## src/rtl/parity_scan_ctrl.sv

```systemverilog
// parity_scan_ctrl: walks every ROM address once, samples the parity checker after the
// read latency, and reports error count, first failing address and a pass verdict.
module parity_scan_ctrl #(
  parameter int ADDR_W   = 4,
  parameter int READ_LAT = 1,
  parameter int ERR_W    = 5
) (
  input  logic              clk,
  input  logic              reset,
  input  logic              start,
  input  logic              abort,
  input  logic              match_in,
  output logic [ADDR_W-1:0] addr_out,
  output logic              addr_valid,
  output logic              busy,
  output logic              done,
  output logic              pass,
  output logic [ERR_W-1:0]  err_count,
  output logic              first_err_valid,
  output logic [ADDR_W-1:0] first_err_addr
);

  typedef enum logic [2:0] {
    S_IDLE  = 3'd0,
    S_ISSUE = 3'd1,
    S_WAIT  = 3'd2,
    S_CHECK = 3'd3,
    S_DONE  = 3'd4
  } state_t;

  localparam int CNT_W = (READ_LAT > 2) ? $clog2(READ_LAT) : 1;
  localparam logic [CNT_W-1:0] LAT_LOAD = (READ_LAT > 0) ? CNT_W'(READ_LAT - 1) : '0;

  state_t            state_q;
  logic [ADDR_W-1:0] addr_q;
  logic              addr_valid_q;
  logic              busy_q;
  logic              done_q;
  logic              pass_q;
  logic [ERR_W-1:0]  err_q;
  logic              fvalid_q;
  logic [ADDR_W-1:0] faddr_q;
  logic [CNT_W-1:0]  cnt_q;

  logic [ERR_W-1:0]  err_d;
  logic              fvalid_d;
  logic [ADDR_W-1:0] faddr_d;
  logic              last_addr;

  // Result of this address's CHECK sample, committed only if the scan is not aborted.
  always_comb begin
    err_d     = err_q;
    fvalid_d  = fvalid_q;
    faddr_d   = faddr_q;
    last_addr = &addr_q;
    if (!match_in) begin
      if (err_q != {ERR_W{1'b1}}) begin
        err_d = err_q + 1'b1;
      end
      if (!fvalid_q) begin
        fvalid_d = 1'b1;
        faddr_d  = addr_q;
      end
    end
  end

  always_ff @(posedge clk or negedge reset) begin
    if (!reset) begin
      state_q      <= S_IDLE;
      addr_q       <= '0;
      addr_valid_q <= 1'b0;
      busy_q       <= 1'b0;
      done_q       <= 1'b0;
      pass_q       <= 1'b0;
      err_q        <= '0;
      fvalid_q     <= 1'b0;
      faddr_q      <= '0;
      cnt_q        <= '0;
    end else begin
      done_q       <= 1'b0;
      addr_valid_q <= 1'b0;
      case (state_q)
        S_IDLE: begin
          if (start && !abort) begin
            err_q        <= '0;
            fvalid_q     <= 1'b0;
            faddr_q      <= '0;
            pass_q       <= 1'b0;
            addr_q       <= '0;
            addr_valid_q <= 1'b1;
            busy_q       <= 1'b1;
            state_q      <= S_ISSUE;
          end
        end
        S_ISSUE: begin
          if (abort) begin
            busy_q  <= 1'b0;
            pass_q  <= 1'b0;
            state_q <= S_IDLE;
          end else if (READ_LAT == 0) begin
            state_q <= S_CHECK;
          end else begin
            cnt_q   <= LAT_LOAD;
            state_q <= S_WAIT;
          end
        end
        S_WAIT: begin
          if (abort) begin
            busy_q  <= 1'b0;
            pass_q  <= 1'b0;
            state_q <= S_IDLE;
          end else if (cnt_q == '0) begin
            state_q <= S_CHECK;
          end else begin
            cnt_q <= cnt_q - 1'b1;
          end
        end
        S_CHECK: begin
          if (abort) begin
            busy_q  <= 1'b0;
            pass_q  <= 1'b0;
            state_q <= S_IDLE;
          end else begin
            err_q    <= err_d;
            fvalid_q <= fvalid_d;
            faddr_q  <= faddr_d;
            if (last_addr) begin
              state_q <= S_DONE;
            end else begin
              addr_q       <= addr_q + 1'b1;
              addr_valid_q <= 1'b1;
              state_q      <= S_ISSUE;
            end
          end
        end
        S_DONE: begin
          // err_q already holds the final CHECK update here.
          done_q  <= 1'b1;
          pass_q  <= (err_q == '0);
          busy_q  <= 1'b0;
          state_q <= S_IDLE;
        end
        default: begin
          busy_q  <= 1'b0;
          state_q <= S_IDLE;
        end
      endcase
    end
  end

  assign addr_out        = addr_q;
  assign addr_valid      = addr_valid_q;
  assign busy            = busy_q;
  assign done            = done_q;
  assign pass            = pass_q;
  assign err_count       = err_q;
  assign first_err_valid = fvalid_q;
  assign first_err_addr  = faddr_q;

endmodule

```

## config.mk

```make
export PLATFORM = sky130hd
export DESIGN_NAME = parity_scan_ctrl
export DESIGN_NICKNAME = d
export VERILOG_FILES = /design/src/rtl/parity_scan_ctrl.sv
export SDC_FILE = /design/constraint.sdc
export NUM_CORES = 1
export LEC_CHECK = 0
export ABC_AREA = 1
export BUFFER_PORTS_ARGS = -buffer_cell sky130_fd_sc_hd__buf_2
export CELL_PAD_IN_SITES_DETAIL_PLACEMENT = 0
export CELL_PAD_IN_SITES_GLOBAL_PLACEMENT = 2
export CORE_MARGIN = 8
export CORE_UTILIZATION = 31
export CTS_CLUSTER_DIAMETER = 150
export CTS_CLUSTER_SIZE = 20
export DETAILED_ROUTE_END_ITERATION = 12
export GPL_ROUTABILITY_DRIVEN = 0
export PLACE_DENSITY = 0.83
export RECOVER_POWER = 25
export SETUP_SLACK_MARGIN = 0.15
export SYNTH_ARGS = -nofsm -noshare
export SYNTH_HDL_FRONTEND = slang
export SYNTH_SLANG_ARGS = --single-unit
```

## constraint.sdc

```tcl
create_clock -name clk -period 1.7 [get_ports clk]
set_clock_uncertainty 0.1 [all_clocks]
set_input_delay 0.17 -clock clk [delete_from_list [all_inputs] [get_ports clk]]
set_output_delay 0.17 -clock clk [all_outputs]
set_load 0.005 [all_outputs]
```

# --- After elaboration in Yosys (flattened, before gate mapping) ---
# Cells that the tools add are included.
classes:
  muxes: 37
  eq_ne: 15
  addsub: 3
  reduce_logical: 17
ops:
  columns: ["cell", "count"]
  rows:
  - ["$mux 4", 6]
  - ["$mux 5", 4]
  - ["$ne 2x2->1 const B", 8]
  - ["$pmux 4 s2", 2]
  - ["$mux 3", 5]
  - ["$mux 1", 12]
  - ["$pmux 3 s4", 1]
  - ["$reduce_and 4->1", 3]
  - ["$pmux 5 s2", 1]
  - ["$reduce_and 5->1", 2]
  - ["$pmux 1 s2", 4]
  - ["$eq 3x2->1 const B", 2]
  - ["$reduce_and 3->1", 2]
  - ["$add 5x1->5 const B", 1]
  - ["$logic_not 5->1", 1]
  - ["$ne 5x5->1 const B", 1]
  - ["$add 4x1->4 const B", 1]
  - ["$reduce_and 2->1", 2]
  - ["$reduce_bool 2->1", 2]
  - ["$eq 3x1->1 const B", 1]
  - ["$eq 3x3->1 const B", 1]
  - ["$logic_not 3->1", 1]
  - ["$ne 3x3->1 const B", 1]
  - ["$pmux 1 s3", 1]
  - ["7 further kinds", 7]
totals:
  in_bits: 5
  output_inout_bits: 18
  regBits: 22

# --- Depth between registers and ports, before layout ---
# Gate-level depths: netlist of the first run.
depth:
  depth_word: 5
  mapped_depth: 9
  ltp_nobuf: 9

# --- Least setup slack after synthesis of the first run ---
# OpenSTA, ideal clock, no wires.
synth_timing:
  path_kind: "flip-flop to flip-flop"
  startpoint: "reg err_q[0], in the netlist err_count[0]"
  endpoint: "reg err_q[0], in the netlist err_count[0]"
  setup_slack_ps: 131
  required_ps: 1483
  arrival_time_ps: 1352
  path_stages_with_launch: 9
  path_cell_list: "dfrtp_1 > ha_1 > nand2_1 > nor2_1 > ha_1 > o21ai_0 > nand4_1 > nand2_1 > nand2_1"
synth_via:
  elab_chain_cells: 5
  word_cells_on_any_way: 8
synth_lines:
  columns: ["element", "line_no", "text"]
  rows:
  - ["from (decl)", "40", "logic [ERR_W-1:0] err_q;"]
  - ["from (signal assigned)", "124", "err_q <= err_d;"]
  - ["$add 5x1->5", "58", "err_d = err_q + 1'b1;"]
  - ["$mux 5", "57", "if (err_q != {ERR_W{1'b1}}) begin"]
  - ["$mux 5", "56", "if (!match_in) begin"]
  - ["$mux 5", "119", "if (abort) begin"]
  - ["$pmux 5 s2", "82", "case (state_q)"]
# Several ways; a longest one is shown, not always the timed one. The select of a mux whose other input is x is not followed.
# A chain may end at the register's enable or synchronous reset.

# --- Worst setup path after layout of the first run ---
layout_timing:
  startpoint: "reg err_q[1], in the netlist err_count[1]"
  endpoint: "reg err_q[0], in the netlist err_count[0]"
layout_via:
  elab_chain_cells: 3
layout_lines:
  columns: ["element", "line_no"]
  rows:
  - ["$ne 5x5->1", "57"]
  - ["$ne 2x2->1 (no line)", null]
  - ["$reduce_and 5->1 (no line)", null]
# No other way between the ends.

==> results_dict.tcl, run 1 <==
set metrics [dict create \
    root_buffer "clkbuf_8" \
    period_share_pct 89.94 \
    area_growth_pct 23.40 \
    fp.coreArea_um2 3716 \
    h-tree-depth 1 \
    ff_latch_area_um2 528.0 \
    final_common_cell "nand2_1" \
    drtPass1Iterations 4 \
    clk_path_buf_depth 2 \
    combPwrFrac_pct 46.2 \
    hold_viol_final 0 \
    path_class "reg -> reg" \
    setup_violations 0 \
    status "finished clean" \
    grt_overflow 0 \
    via_per_inst 4.747 \
    cp-end-kind "register" \
    drc_errors 0 \
    fin_crit_ps 1529 \
    synth.avg_cell_area_um2 8.200 \
    worst_ep_required_time_ps 1760 \
    worstRegToRegCells 8 \
    netlist_area_um2 1214 \
    maxCapViolCount 0 \
    power.density_nw_per_um2 1241 \
    grt_max_degree 22 \
    clkTransAtPathRegs_ps 80 \
    dieArea_um2 6173 \
    slew_headroom_pct 64.84 \
    p_seq_share_pct 36.2 \
    multi_input_area_um2 599.3 \
    fillers 386 \
    ant_nets 0 \
    grtUsageTotal_pct 9.804 \
    initial_core_util_pct 32.66 \
    yosys.cell_types.count 21 \
    ios 23 \
    start_kind "register" \
    critPathMaxFanout 5 \
    die_w_um 78.57 \
    final_layout_size_suffix_gt1_share_pct 30.39 \
    p_int_uw 1087 \
    yosysSeqAreaShare_pct 43.30 \
    clkLatencyLatePin_ps 260 \
    worstHoldPathType "in -> reg" \
    vias 1087 \
    power.clock.fraction_pct 17.6 \
    drtIter0Drc 43 \
    r2r_slack_ps 170 \
    rows 22 \
    portBuffers 22 \
    wirelength_mm 2.843 \
    fin_util_pct 40.30 \
    syn-num-nets 157 \
    antenna_found_initial 0 \
    n_antenna_cell 0 \
    ys_ff_latch 21 \
    final_cell_mix "34 x nand2_1, 21 x buf_2, 19 x dfrtp_1" \
    fmax_mhz 654.0 \
    ys_warn_count 0 \
    synthCells 148 \
    layout.nets 191 \
    worstMarginPinSlew_ps 527.4 \
    wl_per_cell_um 12.41 \
    slew_viol_final 0 \
    p_switching_uw 772.0 \
    cts.sinks 21 \
    irDropWorstVdd_mv 0.3942 \
    cts_buffers 3 \
    cts_tree "yes" \
    dpl.hpwl_mm 2.193 \
    grt_first_pass_wirelength_mm 4.947 \
    fin_tns_setup_ps 0 \
    grt_pass1_vias 1058 \
    rsz0062_at_grt "yes" \
    die_height_um 78.57 \
    worstPathArrival_ps 1590 \
    p_leak_uw 0.0007915 \
    holdPathStages 2 \
    swShare_pct 41.53 \
]
[area by class of cell]
class / instances / area share, %
Tap cell: 48 / 4.010
Multi-Input combinational cell: 107 / 40.02
Timing Repair Buffer: 34 / 13.78
Sequential cell: 21 / 35.25
Clock buffer: 4 / 3.008
Inverter: 15 / 3.926
[metrics by stage]
step / cell area (um2) / std cells / power (uW) / setup slack [ps] / hold slack [ps]
floorplan: 1216 / 148 / 1267 / 169.6 / -225.6
global route: 1498 / 229 / 2036 / 54.49 / 13.30
finish: 1498 / 229 / 1859 / 171.0 / 23.56
global placement: 1404 / 222 / 1498 / 140.3 / 54.99
detailed placement: 1404 / 222 / 1501 / 115.4 / 66.27
CTS: 1464 / 227 / 1834 / 135.2 / 11.47
[cell families (layout without fill, tap and decap cells)]
logic type               Yosys count  after routing  share of synthesized area [%]
AND/OR/NAND/NOR                   94             94                          39.69
flip-flops                        21             21                          43.30
buffers and inverters             20             53                          8.762
AO/OA/AOI/OAI                      8              8                          3.402
adder cells (fa/ha/maj)            4              4                          4.124
XOR/XNOR                           1              1                         0.7218
[sequential cells by signal, summed over array words and instances, names as in the netlist]
name / count
state_q: 3
done: 1
pass: 1
busy: 1
addr_out: 4
first_err_valid: 1
first_err_addr: 4
addr_valid: 1
err_count: 5
[per-layer routing]
metal	part of all wire, %	track usage, %	up-vias
met4	2.3	5.556	0
met2	47	15.00	18
met3	4.5	2.392	4
li1	-	-	550
met1	46	12.30	515
met5	0	0	-
[cell usage after synthesis]
cell,count,area [um2]
nand2_1,35,131.4
a31oi_1,1,6.260
buf_6,4,45.04
nand4_1,8,50.05
nor2_4,3,33.78
nor3_1,1,5.000
nor3b_1,1,7.510
buf_2,1,5.000
a21oi_1,1,5.000
inv_1,14,52.55
nand2_2,5,31.28
nand3_1,18,90.09
ha_1,4,50.05
nor2_1,18,67.56
o21ai_0,6,30.03
nand4_2,2,25.02
nand3_2,2,20.02
xor2_1,1,8.760
inv_2,1,3.750
nor2_8,1,20.02
dfrtp_1,21,525.5
[power by group through the flow]
stage	Combinational (uW)	Sequential [uW]	Clock, uW
after global routing	984	686	366
after CTS	826	672	337
after global placement	822	675	0
after floorplan	612	655	0
final	860	672	327
after detailed placement	821	680	0
[worst paths after layout]
path                         startpoint           end
setup / recovery           err_count[1]  err_count[0]
hold / removal                    abort    state_q[2]
setup reg to reg           err_count[1]  err_count[0]
hold reg to reg                    busy          busy
max in group asynchronous         reset    state_q[0]
min in group asynchronous         reset          pass
[repair_timing]
action / CTS / global route
hold buffers: 1 / 0
resized for setup: 2 / 6
setup endpoints to repair: 5 / 13
hold endpoints to repair: 21 / 0
pin swaps: 6 / 7
setup buffers: 0 / 2
[critical path, cell delays in order (launching register included)]
cell and delay, ps:
dfrtp_1 390, ha_2 190, nand2_2 60, nor2_1 40
ha_2 160, o21ai_1 110, nand4_1 200, nand2_1 130
nand2_1 50
Note: power is estimated with default switching activity, not from simulation.
==> run 2: changes to the inputs <==
--- a/config.mk
+++ b/config.mk
@@ -15,7 +15,7 @@
 export CTS_CLUSTER_SIZE = 20
 export DETAILED_ROUTE_END_ITERATION = 12
 export GPL_ROUTABILITY_DRIVEN = 0
-export PLACE_DENSITY = 0.83
+export PLACE_DENSITY = 0.77
 export RECOVER_POWER = 25
 export SETUP_SLACK_MARGIN = 0.15
 export SYNTH_ARGS = -nofsm -noshare
==> results_dict.tcl, run 2 (synthesis gave the netlist of run 1 again) <==
set metrics [dict create \
    layout.nets 193 \
    startpoint "err_count[0]" \
    portBuffers 22 \
    clkTransAtPathRegs_ps 80 \
    grt_pass1_vias 1042 \
    cp-end-kind "register" \
    fin_tns_setup_ps 0 \
    dpl.cell_count 223 \
    area_growth_pct 24.85 \
    pre_cts_ws_ps 135.9 \
    max_stage_delay_ps 390 \
    fin_crit_ps 1560 \
    final_common_cell "nand2_1" \
    ios 23 \
    stdcell_count 231 \
    critical_path.slowest_cell "dfrtp_1" \
    irDropWorstVdd_mv 0.3750 \
    power.density_nw_per_um2 1233 \
    h-tree-depth 1 \
    placed_area_um2 1411 \
    multi_input_area_um2 605.6 \
    cp_cell_sequence "ha_2 -> nand2_2 -> nor2_1 -> ha_2 -> o21ai_2 -> nand4_1 -> nand2_1 -> nand2_1" \
    cts.sinks 21 \
    start_kind "register" \
    slew_viol_final 0 \
    dieArea_um2 6173 \
    largest_reg_flops 5 \
    vias 1087 \
    worstHoldPathType "in -> reg" \
    fp.coreArea_um2 3716 \
    antenna_found_initial 0 \
    worstPathArrival_ps 1620 \
    r2r-end "err_count[1]" \
    ant_nets 0 \
    holdWs_ps 17.39 \
    die_w_um 78.57 \
    grtUsageTotal_pct 9.920 \
    worstRegToRegCells 8 \
    clk_path_buf_depth 2 \
    grt_first_pass_wirelength_mm 5.057 \
    dpl.hpwl_mm 2.236 \
    wl_per_cell_um 12.78 \
    layout_setup_ws_ps 139.9 \
    drtIter0Drc 68 \
    ff_latch_area_um2 528.0 \
    stdcell_area_um2 1515 \
    setup_violations 0 \
    slew_headroom_pct 63.29 \
    maxCapViolCount 0 \
    hold_viol_final 0 \
    drtPass1Iterations 4 \
    rows 22 \
    period_share_pct 91.77 \
    fillers 386 \
    initial_core_util_pct 32.66 \
    critPathCapture "err_count[1]" \
    rsz0062_at_grt "yes" \
    clkLatencyLatePin_ps 260 \
    path_class "reg -> reg" \
    final_cell_mix "34 x nand2_1, 21 x buf_2, 19 x dfrtp_1" \
    cts_tree "yes" \
    worstMarginPinSlew_ps 550.7 \
    p_leak_uw 0.0007983 \
    root_buffer "clkbuf_8" \
    grt_max_degree 22 \
    r2r_slack_ps 140 \
    grt_overflow 0 \
    worst_ep_required_time_ps 1760 \
    critPathMaxFanout 5 \
    drc_errors 0 \
    fmax_mhz 641.0 \
    status "finished clean" \
    via_per_inst 4.706 \
    wirelength_mm 2.953 \
    cts_buffers 3 \
    r2r-start "err_count[0]" \
    final_layout_size_suffix_gt1_share_pct 31.69 \
    die_height_um 78.57 \
    n_antenna_cell 0 \
]
run 2: cell types whose count changed in the layout (fill, tap and decap cells not counted):
cell     change
buf_4        +3
buf_6        -1
nand2_2      +1
nand2_4      -1
nand3_2      -1
nand3_4      +1
o21ai_1      -1
o21ai_2      +1
run 2: repair_timing:
action | 4_1_cts | 5_1_grt
endpoints found under the hold margin | 21 | 0
endpoints found under the setup margin | 5 | 13
pin swaps | 2 | 7
hold buffers | 1 | 0
buffers inserted | 0 | 3
resized for setup | 0 | 8
cloned | 0 | 0
run 2: final cells by class:
| type | count | share of cell area [%] |
|---|---|---|
| sequential | 21 | 34.85 |
| clock buffer | 4 | 2.973 |
| multi-input combinational | 107 | 39.97 |
| tap | 48 | 3.964 |
| inverter | 15 | 3.881 |
| timing repair buffer | 36 | 14.37 |
run 2: per-layer routing:
layer	vias to the layer above	global-route usage [%]	part of all wire (%)
met4	0	2.593	0.64
met3	4	2.620	6.0
met2	22	14.83	46
met1	510	13.70	48
met5	-	0	0
li1	551	-	-
run 2: power by group:
group	switching [uW]	internal [uW]	leakage [uW]
logic	524	340	0.000493
clock network	163	167	0.0000228
registers	90.1	585	0.000283
total	777	1090	0.000798
run 2: worst min-delay path by stage:
stage                from           to  depth (start not counted)
CTS                 abort   state_q[2]                          2
detailed placement  reset         done                          1
global placement    reset         pass                          1
floorplan           reset  addr_out[0]                          0
finish              abort   state_q[2]                          2
global route        abort   state_q[2]                          2
run 2: through the flow:
| step | total power [uW] | utilization (%) |
|---|---|---|
| final | 1869 | 40.77 |
| after global routing | 2034 | 40.77 |
| after CTS | 1851 | 39.46 |
| after detailed placement | 1516 | 37.98 |
| after global placement | 1520 | 37.98 |
| after floorplan | 1267 | - |
run 2: worst max-delay path, delay by kind of cell (launching register included):
family,cells,cell delay (ps)
compound gates,1,130
simple gates,5,460
fa+ha+maj,2,380
flops,1,390
